$ cat src/rtl/lsu_mem.sv
`default_nettype none
// ============================================================================
// Module   : lsu_mem
// Purpose  : Load/store unit front end. Accepts one memory op at a time
//            from EX, classifies it (mode legality, alignment, address
//            range), presents a single-cycle access to the data cache and
//            returns load writeback, store completion or an exception.
//            Optional feature: define MISALIGN_TRAP_EN to trap misaligned
//            H/HU/W accesses; left undefined, unaligned accesses proceed.
// Revision : 1.0 - initial release
// ============================================================================
module lsu_mem #(
    parameter int          XLEN      = 32,
    parameter int unsigned DMEM_BASE = 32'h10000,
    parameter int unsigned DMEM_SIZE = 1024
) (
    input  logic            clk,
    input  logic            rst,
    input  logic            req_valid,
    output logic            req_ready,
    input  logic            req_load,
    input  logic [2:0]      req_mode,
    input  logic [XLEN-1:0] req_base,
    input  logic [XLEN-1:0] req_imm,
    input  logic [XLEN-1:0] req_wdata,
    input  logic [4:0]      req_rd,
    input  logic            flush,
    output logic [XLEN-1:0] dc_addr,
    output logic [XLEN-1:0] dc_wdata,
    output logic [2:0]      dc_mode,
    output logic            dc_write_en,
    output logic            dc_read_en,
    input  logic [XLEN-1:0] dc_rdata,
    output logic            wb_valid,
    output logic [4:0]      wb_rd,
    output logic [XLEN-1:0] wb_data,
    output logic            st_done,
    output logic            exc_valid,
    output logic [1:0]      exc_cause,
    output logic [XLEN-1:0] exc_addr
);

    // Memory mode encoding shared with the decoder (funct3 style).
    localparam logic [2:0] c_mode_b  = 3'b000;
    localparam logic [2:0] c_mode_h  = 3'b001;
    localparam logic [2:0] c_mode_w  = 3'b010;
    localparam logic [2:0] c_mode_bu = 3'b100;
    localparam logic [2:0] c_mode_hu = 3'b101;

    // Exception causes.
    localparam logic [1:0] c_cause_mode = 2'b00;
    localparam logic [1:0] c_cause_mald = 2'b01;
    localparam logic [1:0] c_cause_mast = 2'b10;
    localparam logic [1:0] c_cause_oor  = 2'b11;

    // Range bounds carried one bit wider so ea+size-1 cannot wrap.
    localparam logic [XLEN:0] c_lo = (XLEN+1)'(DMEM_BASE);
    localparam logic [XLEN:0] c_hi = (XLEN+1)'(DMEM_BASE) + (XLEN+1)'(DMEM_SIZE);

    typedef enum logic [1:0] {
        S_IDLE  = 2'd0,
        S_ACC   = 2'd1,
        S_RESP  = 2'd2,
        S_FAULT = 2'd3
    } state_t;

    state_t r_state;
    state_t w_next;

    logic [XLEN-1:0] r_ea;
    logic [XLEN-1:0] r_wdata;
    logic [2:0]      r_mode;
    logic [4:0]      r_rd;
    logic            r_load;
    logic [1:0]      r_cause;

    logic [XLEN-1:0] w_ea;
    logic [XLEN:0]   w_ea_ext;
    logic [XLEN:0]   w_last;
    logic [1:0]      w_span;
    logic            w_mode_ok;
    logic            w_misalign;
    logic            w_oor;
    logic            w_fault;
    logic [1:0]      w_cause;
    logic            w_accept;

    assign w_ea     = req_base + req_imm;
    assign w_ea_ext = {1'b0, w_ea};
    assign w_last   = w_ea_ext + (XLEN+1)'(w_span);
    assign w_oor    = (w_ea_ext < c_lo) || (w_last >= c_hi);
    assign w_accept = (r_state == S_IDLE) && req_valid && !flush;

    // Decode access width (as size-1) and mode legality; unsigned modes are load-only.
    always_comb begin
        w_mode_ok = 1'b1;
        w_span    = 2'd0;
        case (req_mode)
            c_mode_b:  w_span = 2'd0;
            c_mode_h:  w_span = 2'd1;
            c_mode_w:  w_span = 2'd3;
            c_mode_bu: begin
                w_span    = 2'd0;
                w_mode_ok = req_load;
            end
            c_mode_hu: begin
                w_span    = 2'd1;
                w_mode_ok = req_load;
            end
            default:   w_mode_ok = 1'b0;
        endcase
    end

`ifdef MISALIGN_TRAP_EN
    // Natural alignment: halfwords on even addresses, words on multiples of four.
    always_comb begin
        w_misalign = 1'b0;
        if (w_span == 2'd1) begin
            w_misalign = w_ea[0];
        end else if (w_span == 2'd3) begin
            w_misalign = |w_ea[1:0];
        end
    end
`else
    assign w_misalign = 1'b0;
`endif

    // Prioritised fault classification: mode, then alignment, then range.
    always_comb begin
        w_fault = 1'b1;
        w_cause = c_cause_oor;
        if (!w_mode_ok) begin
            w_cause = c_cause_mode;
        end else if (w_misalign) begin
            w_cause = req_load ? c_cause_mald : c_cause_mast;
        end else if (w_oor) begin
            w_cause = c_cause_oor;
        end else begin
            w_fault = 1'b0;
        end
    end

    // State register.
    always_ff @(posedge clk) begin
        if (rst) begin
            r_state <= S_IDLE;
        end else begin
            r_state <= w_next;
        end
    end

    // Capture the accepted op and its classification.
    always_ff @(posedge clk) begin
        if (rst) begin
            r_ea    <= '0;
            r_wdata <= '0;
            r_mode  <= '0;
            r_rd    <= '0;
            r_load  <= 1'b0;
            r_cause <= '0;
        end else if (w_accept) begin
            r_ea    <= w_ea;
            r_wdata <= req_wdata;
            r_mode  <= req_mode;
            r_rd    <= req_rd;
            r_load  <= req_load;
            r_cause <= w_cause;
        end
    end

    // Next state and outputs; flush kills pulses, rst forces every output low.
    always_comb begin
        w_next      = r_state;
        req_ready   = 1'b0;
        dc_addr     = '0;
        dc_wdata    = '0;
        dc_mode     = '0;
        dc_write_en = 1'b0;
        dc_read_en  = 1'b0;
        wb_valid    = 1'b0;
        wb_rd       = '0;
        wb_data     = '0;
        st_done     = 1'b0;
        exc_valid   = 1'b0;
        exc_cause   = '0;
        exc_addr    = '0;
        case (r_state)
            S_IDLE: begin
                req_ready = 1'b1;
                if (w_accept) begin
                    w_next = w_fault ? S_FAULT : S_ACC;
                end
            end
            S_ACC: begin
                dc_addr  = r_ea;
                dc_wdata = r_wdata;
                dc_mode  = r_mode;
                if (flush) begin
                    w_next = S_IDLE;
                end else begin
                    dc_read_en  = r_load;
                    dc_write_en = !r_load;
                    st_done     = !r_load;
                    w_next      = r_load ? S_RESP : S_IDLE;
                end
            end
            S_RESP: begin
                w_next = S_IDLE;
                if (!flush) begin
                    wb_valid = 1'b1;
                    wb_rd    = r_rd;
                    wb_data  = dc_rdata;
                end
            end
            S_FAULT: begin
                w_next = S_IDLE;
                if (!flush) begin
                    exc_valid = 1'b1;
                    exc_cause = r_cause;
                    exc_addr  = r_ea;
                end
            end
            default: w_next = S_IDLE;
        endcase
        if (rst) begin
            req_ready   = 1'b0;
            dc_addr     = '0;
            dc_wdata    = '0;
            dc_mode     = '0;
            dc_write_en = 1'b0;
            dc_read_en  = 1'b0;
            wb_valid    = 1'b0;
            wb_rd       = '0;
            wb_data     = '0;
            st_done     = 1'b0;
            exc_valid   = 1'b0;
            exc_cause   = '0;
            exc_addr    = '0;
        end
    end

endmodule
`default_nettype wire

$ cat config.mk
export PLATFORM = sky130hd
export DESIGN_NAME = lsu_mem
export DESIGN_NICKNAME = d
export VERILOG_FILES = /design/src/rtl/lsu_mem.sv
export SDC_FILE = /design/constraint.sdc
export NUM_CORES = 1
export LEC_CHECK = 0
export BUFFER_PORTS_ARGS = -buffer_cell sky130_fd_sc_hd__buf_2
export CAP_MARGIN = 30
export CORE_UTILIZATION = 33
export DETAILED_ROUTE_END_ITERATION = 6
export GPL_TIMING_DRIVEN = 0
export SLEW_MARGIN = 40
export SYNTH_ARGS = -nofsm -noshare
export SYNTH_HDL_FRONTEND = slang
export SYNTH_SLANG_ARGS = --single-unit
$ cat constraint.sdc
create_clock -name clk -period 4.3 [get_ports clk]
set_input_delay 0 -clock clk [delete_from_list [all_inputs] [get_ports clk]]
set_output_delay 0 -clock clk [all_outputs]
set_load 0.1 [all_outputs]
==> impl_metrics.ini, run 1 <==
[critical_path]
worst-path-buf-inv = 2
crit_fanout = 9
crit_slowest_cell = xnor2_1
crit_required_ns = 4.49
cp-start-kind = primary input
critical_path_class = in2reg
r2r_start = r_state[1]
slowest_delay_ns = 0.56
worstSetupStartpoint = req_base[0]
reg2reg_depth = 5
crit_chain = buf_2, ha_1, inv_1, fa_1, nand2b_1, a211oi_4, o21ai_0, a21oi_1, nor2_1, xnor2_1, nand3_1, nor4_1, mux2_2, o21ai_0, a31oi_1
cp-end-kind = register
crit_top_cell = o21ai_0
critPathTopFamily = compound AO/OA/AOI/OAI gates
reg2reg_to = r_load
crit_arrival_ns = 3.95
rrSetupSlack_ns = 2.02

[layout]
fin_util_pct = 47.1
fin_area_sq_mm = 0.00846
nNetsFinal = 1375
drive_gt1_share_pct = 26.7
area_delta_synth_final_pct = 39.7
stdcell_count = 1432
fillerInstances = 1894
diodes = 0

[power]
combPwrFrac_pct = 33.4
p_int_mw = 1.41
clock_power_share_pct = 30.9
p_total_mw = 2.17
p_leak_nw = 4.05
seqPwrFrac_pct = 35.7
switching_share_pct = 35.1
p_per_area_mw_per_mm2 = 256
power_switching_mw = 0.759
vdd_drop_max_v = 0.000166

[placement]
portBuffers = 283
place_area_sq_mm = 0.00776
preCtsSetupSlack_ns = 0.213
place_inst = 1375
finalWeightedCongestion = 0.843
dpl.hpwl_mm = 16.6

[synthesis]
synth.top_cells.by_count = nand2_1, and2_1, a21oi_1
ys_types = 60
ys_ff_latch = 76
ys.flop_type = dfxtp_1
avgSynthCellArea_sq_um = 7.02
synth_edf_count = 0
synthTopCellsByArea = dfxtp_1, and2_1, nand2_1
synth_area_sq_mm = 0.00605
yosys_warnings = 0
postSynthCellCount = 863
synth_top_area_share_pct = 25.1
yosysSeqAreaShare_pct = 25.1
synth_nets = 1039
synthArstFlopShare_pct = 0
synth.most_common_cell = nand2_1
yosysTopAreaCell = dfxtp_1

[clock_tree]
cts_root_buffer = clkbuf_16
post-cts-setup-buffers = 0
cts_resized = 0
cts_tree = built
clockBufferDepth = 2
h-tree-depth = 3
clk_pin_slew_worst_paths_ns = 0.06
cts_hold_buffers = 41
clock_latency_ns = 0.33
cts_buffers = 9
clock-sinks = 76

[global_routing]
antenna_found_initial = 0
track_usage_pct = 21.1
grt_overflow_total = 0
grt_pass1_wl_mm = 31.3
grt_pass1_vias = 6201
grt_max_degree = 13

[timing]
relSlewSlack_pct = 54.3
worst_slew_pin_slew_ns = 0.681
hold_ws_ns = 0.0857
fmax_ghz = 0.266
rsz0062_at_grt = no
layout_setup_ws_ns = 0.541
hold_viol = 0
setup_tns_ns = 0
period_share_pct = 87.4
fin_crit_ns = 3.76
slew_violations = 0
fin_worst_skew_ns = 0.00895
setup_viol = 0

[floorplanning]
dieWidth_um = 137
die-area_sq_mm = 0.0189
dieHeight_um = 137
core-area_sq_mm = 0.0180
fp-row-count = 49
floorplan.initialDensity_pct = 33.7
ios = 285

[detailed_routing]
drt_iter0_markers = 350
drt_wl_total_mm = 20.7
drt-pass1-iter-count = 4
drt-wirelength-per-cell_um = 14.5
num_vias = 6980
route.detailed.drc = 0
viasPerCell = 4.87
antenna_left = 0

[min_path]
worstHoldPathType = in2reg
hp-start = req_imm[0]
holdPathStages = 4
hold_path_end = r_ea[0]

[job]
maxCapViolations = 0

[run_status]
status = finished clean
[tightest hold or removal path: stages]
cell	delay, ns
buf_2	0.08
ha_1	0.15
nand2_1	0.05
a21oi_1	0.10
[state kept, by name, summed over array words and instances (netlist names)]
| signal | cells |
|---|---|
| r_cause | 1 |
| r_ea | 32 |
| r_wdata | 32 |
| r_state | 2 |
| r_load | 1 |
| r_mode | 3 |
| r_rd | 5 |
[layer usage]
layer  wire [um]  track usage, %  share of wire (%)  up-vias
li1            -               -                  -     3628
met1        9740            27.3                 47     3162
met2        9960            37.2                 48      186
met3         955            2.65                4.6        4
met4          78            4.03               0.38        0
met5           0               0                  0        -
[logic make-up (layout without fill, tap and decap cells)]
family | after synthesis | count (layout) | share of synthesized area, %
AND/OR/NAND/NOR | 447 | 447 | 37.9
adder cells (fa/ha/maj) | 35 | 35 | 7.48
flip-flops | 76 | 76 | 25.1
XOR/XNOR | 29 | 29 | 4.20
multiplexers | 5 | 5 | 0.868
AO/OA/AOI/OAI | 198 | 198 | 19.4
buffers and inverters | 73 | 413 | 5.02
[final cells by class]
type,instances,area (sq um),area share [%]
multi-input combinational,714,4260,50.3
timing repair buffer,325,1830,21.7
sequential,76,1520,18.0
tap,229,287,3.39
buffer,54,233,2.75
clock buffer,9,225,2.66
inverter,19,71.3,0.843
clock inverter,6,32.5,0.385
[worst max path at each step]
| stage | cells after the start | to |
|---|---|---|
| 2_1_floorplan | 4 | st_done |
| 3_3_place_gp | 15 | r_state[1] |
| 3_5_place_dp | 15 | r_state[1] |
| 4_1_cts | 15 | r_state[1] |
| 5_1_grt | 15 | r_state[1] |
| 6_report | 15 | r_state[1] |
[power groups by stage]
stage / Clock, mW / Sequential, mW / Combinational, mW
after global placement: 0 / 0.788 / 0.685
final: 0.668 / 0.773 / 0.724
after global routing: 0.712 / 0.778 / 0.811
after detailed placement: 0 / 0.789 / 0.688
after floorplan: 0 / 0.776 / 0.493
after CTS: 0.688 / 0.774 / 0.722
[cell usage in the layout, fill, tap and decap left out, types with 14 or more instances in the layout]
cell | Yosys | layout
nand2_1 | 161 | 161
ha_1 | 33 | 33
buf_2 | 5 | 288
nand3_1 | 14 | 14
o21ai_0 | 29 | 29
and2_1 | 145 | 145
nor3_1 | 21 | 20
nor2_1 | 46 | 46
inv_1 | 19 | 19
clkbuf_1 | 43 | 43
xnor2_1 | 16 | 16
a21oi_1 | 109 | 109
dfxtp_1 | 76 | 76
dlygate4sd3_1 | 0 | 41
Power figures use the tool's default switching activity.
==> run 2: changes to the inputs <==
--- a/config.mk
+++ b/config.mk
@@ -10,6 +10,7 @@
 export CORE_UTILIZATION = 33
 export DETAILED_ROUTE_END_ITERATION = 6
 export GPL_TIMING_DRIVEN = 0
+export PLACE_DENSITY = 0.67
 export SLEW_MARGIN = 40
 export SYNTH_ARGS = -nofsm -noshare
 export SYNTH_HDL_FRONTEND = slang
==> impl_metrics.ini, run 2 (same netlist as run 1, synthesis figures left out) <==
[global_routing]
grt_pass1_vias = 6137
grt_overflow_total = 0
track_usage_pct = 21.4
grt_pass1_wl_mm = 31.3
grt_util_met1_pct = 28.5
grt_max_degree = 14
grtUsageMet2_pct = 36.7
busiest_layer = met2
grt_use_met3_pct = 2.65
antenna_found_initial = 0

[timing]
setup_tns_ns = 0
slew_violations = 0
fin_crit_ns = 3.77
setup_viol = 0
fmax_ghz = 0.266
rsz0062_at_grt = no
fin_worst_skew_ns = 0.00403
period_share_pct = 87.6
hold_viol = 0
worst_slew_pin_slew_ns = 0.762
relSlewSlack_pct = 48.5
hold_ws_ns = 0.142

[placement]
place_inst = 1375
portBuffers = 283
finalWeightedCongestion = 0.865
dpl.hpwl_mm = 16.8

[critical_path]
crit_arrival_ns = 3.97
cp-start-kind = primary input
crit_slowest_cell = xnor2_1
cp-end-kind = register
crit_chain = buf_2, ha_1, inv_1, fa_1, nand2b_1, a211oi_4, o21ai_0, a21oi_1, nor2_1, xnor2_1, nand3_1, nor4_1, mux2_2, o21ai_0, a31oi_1
crit_top_cell = o21ai_0
r2r_start = r_state[1]
critical_path_class = in2reg
slowest_delay_ns = 0.61
crit_fanout = 9
crit_required_ns = 4.50
reg2reg_depth = 5
reg2reg_to = r_ea[27]
rrSetupSlack_ns = 1.99

[detailed_routing]
num_vias = 7054
drt_iter0_markers = 317
antenna_left = 0
route.detailed.drc = 0
drt-pass1-iter-count = 4
viasPerCell = 4.92
drt-wirelength-per-cell_um = 14.8
drt_wl_total_mm = 21.1

[clock_tree]
cts_resized = 0
clock_latency_ns = 0.33
clockBufferDepth = 2
cts_buffers = 9
clk_pin_slew_worst_paths_ns = 0.06
cts_root_buffer = clkbuf_16
cts_tree = built
h-tree-depth = 3
clock-sinks = 76

[layout]
drive_gt1_share_pct = 26.6
nNetsFinal = 1375
fillerInstances = 1807
stdcell_count = 1433
top_regs = r_ea: 32 flops, r_wdata: 32 flops, r_rd: 5 flops
layout_commonest_cell = buf_2
area_delta_synth_final_pct = 40.8
diodes = 0
layout_common_cells = buf_2, nand2_1, and2_1

[floorplanning]
floorplan.initialDensity_pct = 33.7
dieHeight_um = 137
die-area_sq_mm = 0.0189
fp-row-count = 49
dieWidth_um = 137
core-area_sq_mm = 0.0180
ios = 285

[power]
seqPwrFrac_pct = 32.9
clock_power_share_pct = 36.3
switching_share_pct = 32.5
p_int_mw = 1.59
combPwrFrac_pct = 30.7
p_per_area_mw_per_mm2 = 276
p_leak_nw = 4.07
power_switching_mw = 0.765
vdd_drop_max_v = 0.000240

[run_status]
status = finished clean

[min_path]
hp-start = req_imm[0]
hold_path_end = r_ea[0]
holdPathStages = 4
worstHoldPathType = in2reg

[job]
maxCapViolations = 0
[run 2: cell types whose count changed in the layout (fill, tap and decap cells not counted), sizes merged]
cell      delta
clkinv       -3
bufinv       +3
clkinvlp     +1
[run 2: how the worst max path moves through the flow]
stage                startpoint         end  slack [ns]  cells past startpoint
floorplan            r_state[0]     st_done        0.40                      4
global placement    req_base[0]  r_state[1]        0.23                     15
detailed placement  req_base[0]  r_state[1]        0.21                     15
CTS                 req_base[0]  r_state[1]        0.54                     15
global route        req_base[0]  r_state[1]        0.23                     15
finish              req_base[0]  r_state[1]        0.53                     15
[run 2: power by group through the flow]
stage / Sequential [mW] / Clock (mW) / Combinational, mW
floorplan: 0.776 / 0 / 0.493
global placement: 0.789 / 0 / 0.684
detailed placement: 0.790 / 0 / 0.690
CTS: 0.775 / 0.872 / 0.723
global route: 0.779 / 0.911 / 0.810
finish: 0.775 / 0.855 / 0.723
[run 2: metal layers]
layer | part of all wire (%) | routed length [um]
met1 | 47 | 9890
met2 | 47 | 9950
met3 | 5.3 | 1120
met4 | 0.85 | 179
met5 | 0 | 0
[run 2: final cells by class]
| type | count | area (sq um) | area share (%) |
|---|---|---|---|
| Timing Repair Buffer | 325 | 1830 | 21.5 |
| Clock inverter | 7 | 115 | 1.35 |
| Inverter | 19 | 71.3 | 0.837 |
| Tap cell | 229 | 287 | 3.36 |
| Sequential cell | 76 | 1520 | 17.8 |
| Multi-Input combinational cell | 714 | 4240 | 49.7 |
| Clock buffer | 9 | 225 | 2.64 |
| Buffer | 54 | 233 | 2.73 |
[run 2: critical path, delay by kind of cell]
kind            cells  cell delay [ns]
compound gates      5             1.15
xor+xnor            1             0.61
fa+ha+maj           2             0.62
buf+inv             2             0.14
mux                 1             0.38
simple gates        4             1.05
[run 2: per-stage QoR]
stage / util [%] / setup slack [ns] / power (mW) / cell area, sq um
floorplan: - / 0.400 / 1.27 / 6050
global placement: 43.2 / 0.226 / 1.47 / 7760
detailed placement: 43.2 / 0.208 / 1.48 / 7770
CTS: 47.4 / 0.544 / 2.37 / 8520
global route: 47.5 / 0.226 / 2.50 / 8520
finish: 47.5 / 0.534 / 2.35 / 8520
[run 2: what timing repair did]
action | CTS | global route
hold buffers | 41 | 0
endpoints found under the hold margin | 41 | 0
setup buffers | 0 | 0
==> run 3: changes to the inputs <==
--- a/config.mk
+++ b/config.mk
@@ -5,12 +5,14 @@
 export SDC_FILE = /design/constraint.sdc
 export NUM_CORES = 1
 export LEC_CHECK = 0
+export ABC_AREA = 1
 export BUFFER_PORTS_ARGS = -buffer_cell sky130_fd_sc_hd__buf_2
 export CAP_MARGIN = 30
 export CORE_UTILIZATION = 33
 export DETAILED_ROUTE_END_ITERATION = 6
 export GPL_TIMING_DRIVEN = 0
-export PLACE_DENSITY = 0.67
+export MAX_ROUTING_LAYER = met4
+export PLACE_DENSITY = 0.64
 export SLEW_MARGIN = 40
 export SYNTH_ARGS = -nofsm -noshare
 export SYNTH_HDL_FRONTEND = slang
==> impl_metrics.ini, run 3 <==
[critical_path]
cp-end-kind = register
crit_fanout = 3
critPathTopFamily = simple AND/OR/NAND/NOR gates
slowest_delay_ns = 0.54
cp-start-kind = primary input
crit_chain = dlygate4sd3_1, buf_2, nor3_1, inv_1, nand2_1, ha_1, inv_1, fa_1, nor2_1, nand3_1, nor2_1, nand3_1, nor2_2, nand3_2, nor2_1, nand3_1, inv_2, nand3_1, nand2_1, nand3_1, nor2_1, nand2_1, nand2_1, a21oi_2
crit_slowest_cell = dlygate4sd3_1
critical_path_class = in2reg
crit_arrival_ns = 3.55
worst-path-buf-inv = 5
crit_required_ns = 4.53
crit_top_cell = nand3_1

[clock_tree]
cts_buffers = 9
clockBufferDepth = 2
post-cts-setup-buffers = 0
cts_root_buffer = clkbuf_16
clock-sinks = 76
cts_resized = 0
clock_latency_ns = 0.33
h-tree-depth = 3
cts_hold_buffers = 41
cts_tree = built
clk_pin_slew_worst_paths_ns = 0.06

[detailed_routing]
drt-pass1-iter-count = 5
route.detailed.drc = 0
viasPerCell = 4.64
drt_iter0_markers = 568
antenna_left = 0
drt_wl_total_mm = 27.2
num_vias = 9495
drt-wirelength-per-cell_um = 13.3

[floorplanning]
ios = 285
floorplan.initialDensity_pct = 33.6
core-area_sq_mm = 0.0226
die-area_sq_mm = 0.0237
dieWidth_um = 154
fp-row-count = 55
dieHeight_um = 154

[layout]
layout_common_cells = nand2_1, buf_2, inv_1
top_regs = r_ea: 32 flops, r_wdata: 32 flops, r_rd: 5 flops
layout_commonest_cell = nand2_1
drive_gt1_share_pct = 22.4
fillerInstances = 2485
seq_area_sq_mm = 0.00152
fin_util_pct = 44.8
multi_input_area_sq_mm = 0.00484
area_delta_synth_final_pct = 33.2
nNetsFinal = 1931

[global_routing]
antenna_found_initial = 1
grt_max_degree = 15
track_usage_pct = 23.5
grt_pass1_wl_mm = 43.1
grt_pass1_vias = 8558
grt_overflow_total = 0

[synthesis]
ys_ff_latch = 76
synth_edf_count = 0
avgSynthCellArea_sq_um = 5.36
synthArstFlopShare_pct = 0
synthTopCellsByArea = dfxtp_1, nand2_1, inv_1
synth_top_area_share_pct = 20.0
yosysTopAreaCell = dfxtp_1
yosysSeqAreaShare_pct = 20.0
synth.most_common_cell = nand2_1
synth.top_cells.by_count = nand2_1, inv_1, nor2_1
synth_area_sq_mm = 0.00760
yosys_warnings = 0
ys_types = 33
ys.flop_type = dfxtp_1
synth_nets = 1595
postSynthCellCount = 1419

[placement]
finalWeightedCongestion = 0.927
dpl.hpwl_mm = 23.1
portBuffers = 284

[job]
maxCapViolations = 0

[timing]
fin_worst_skew_ns = 0.00598
slew_violations = 0
hold_viol = 0
period_share_pct = 77.2
setup_tns_ns = 0
rsz0062_at_grt = no
worst_slew_pin_slew_ns = 0.662
fin_crit_ns = 3.32
hold_ws_ns = 0.00995
fmax_ghz = 0.301
relSlewSlack_pct = 55.9
setup_viol = 0

[power]
vdd_drop_max_v = 0.000198
p_total_mw = 2.65
p_leak_nw = 5.91
p_per_area_mw_per_mm2 = 261

[run_status]
status = finished clean

[min_path]
worstHoldPathType = in2reg
run 3: worst register-to-register path, delay by kind of cell, from the launching register on:
| kind | cells | cell delay [ns] |
|---|---|---|
| simple gates | 3 | 0.80 |
| buf+inv | 2 | 0.65 |
| flops | 1 | 0.33 |
| compound gates | 1 | 0.21 |
run 3: final cells by class:
class / instances / area share [%]
Multi-Input combinational cell: 1012 / 47.8
Timing Repair Buffer: 325 / 18.1
Sequential cell: 76 / 15.0
Inverter: 291 / 10.8
Tap cell: 285 / 3.52
Clock buffer: 9 / 2.22
Buffer: 40 / 1.56
Clock inverter: 7 / 1.00
Antenna cell: 1 / 0.0247
run 3: stage by stage:
step / instance area, sq um / setup slack (ns) / std cells
global route: 10100 / 0.548 / 2046
CTS: 10100 / 0.990 / 2045
floorplan: 7610 / 0.306 / 1419
finish: 10100 / 0.980 / 2046
global placement: 9390 / 0.947 / 1988
detailed placement: 9390 / 0.926 / 1988
run 3: worst paths after layout:
| path | start | endpoint | slack [ns] | cells after the start |
|---|---|---|---|---|
| setup / recovery | req_mode[2] | r_state[1] | 0.98 | 24 |
| hold / removal | req_mode[1] | r_mode[1] | 0.01 | 3 |
| setup reg to reg | r_state[1] | r_wdata[22] | 2.25 | 6 |
| hold reg to reg | r_rd[4] | r_rd[4] | 0.46 | 2 |
run 3: kinds of logic (layout without fill, tap and decap cells):
| kind of cell | count (synthesis) | count (layout) | synth area share [%] |
|---|---|---|---|
| simple gates | 828 | 828 | 47.3 |
| buf+inv | 331 | 672 | 16.4 |
| xor+xnor | 4 | 4 | 0.461 |
| compound gates | 145 | 145 | 9.86 |
| flops | 76 | 76 | 20.0 |
| other cells | 0 | 1 | 0 |
| fa+ha+maj | 35 | 35 | 5.96 |
run 3: routing by layer:
layer	GRT usage, %	wire (um)	vias to the layer above
met1	29.0	12300	4144
met2	40.6	12900	310
met4	6.33	629	0
met3	2.42	1460	39
met5	-	0	-
li1	-	-	5002
run 3: where the power goes:
part / total (mW) / internal (mW) / switching (mW)
combinational: 1.05 / 0.322 / 0.726
clock: 0.817 / 0.511 / 0.306
sequential: 0.782 / 0.766 / 0.0161
total: 2.65 / 1.60 / 1.05
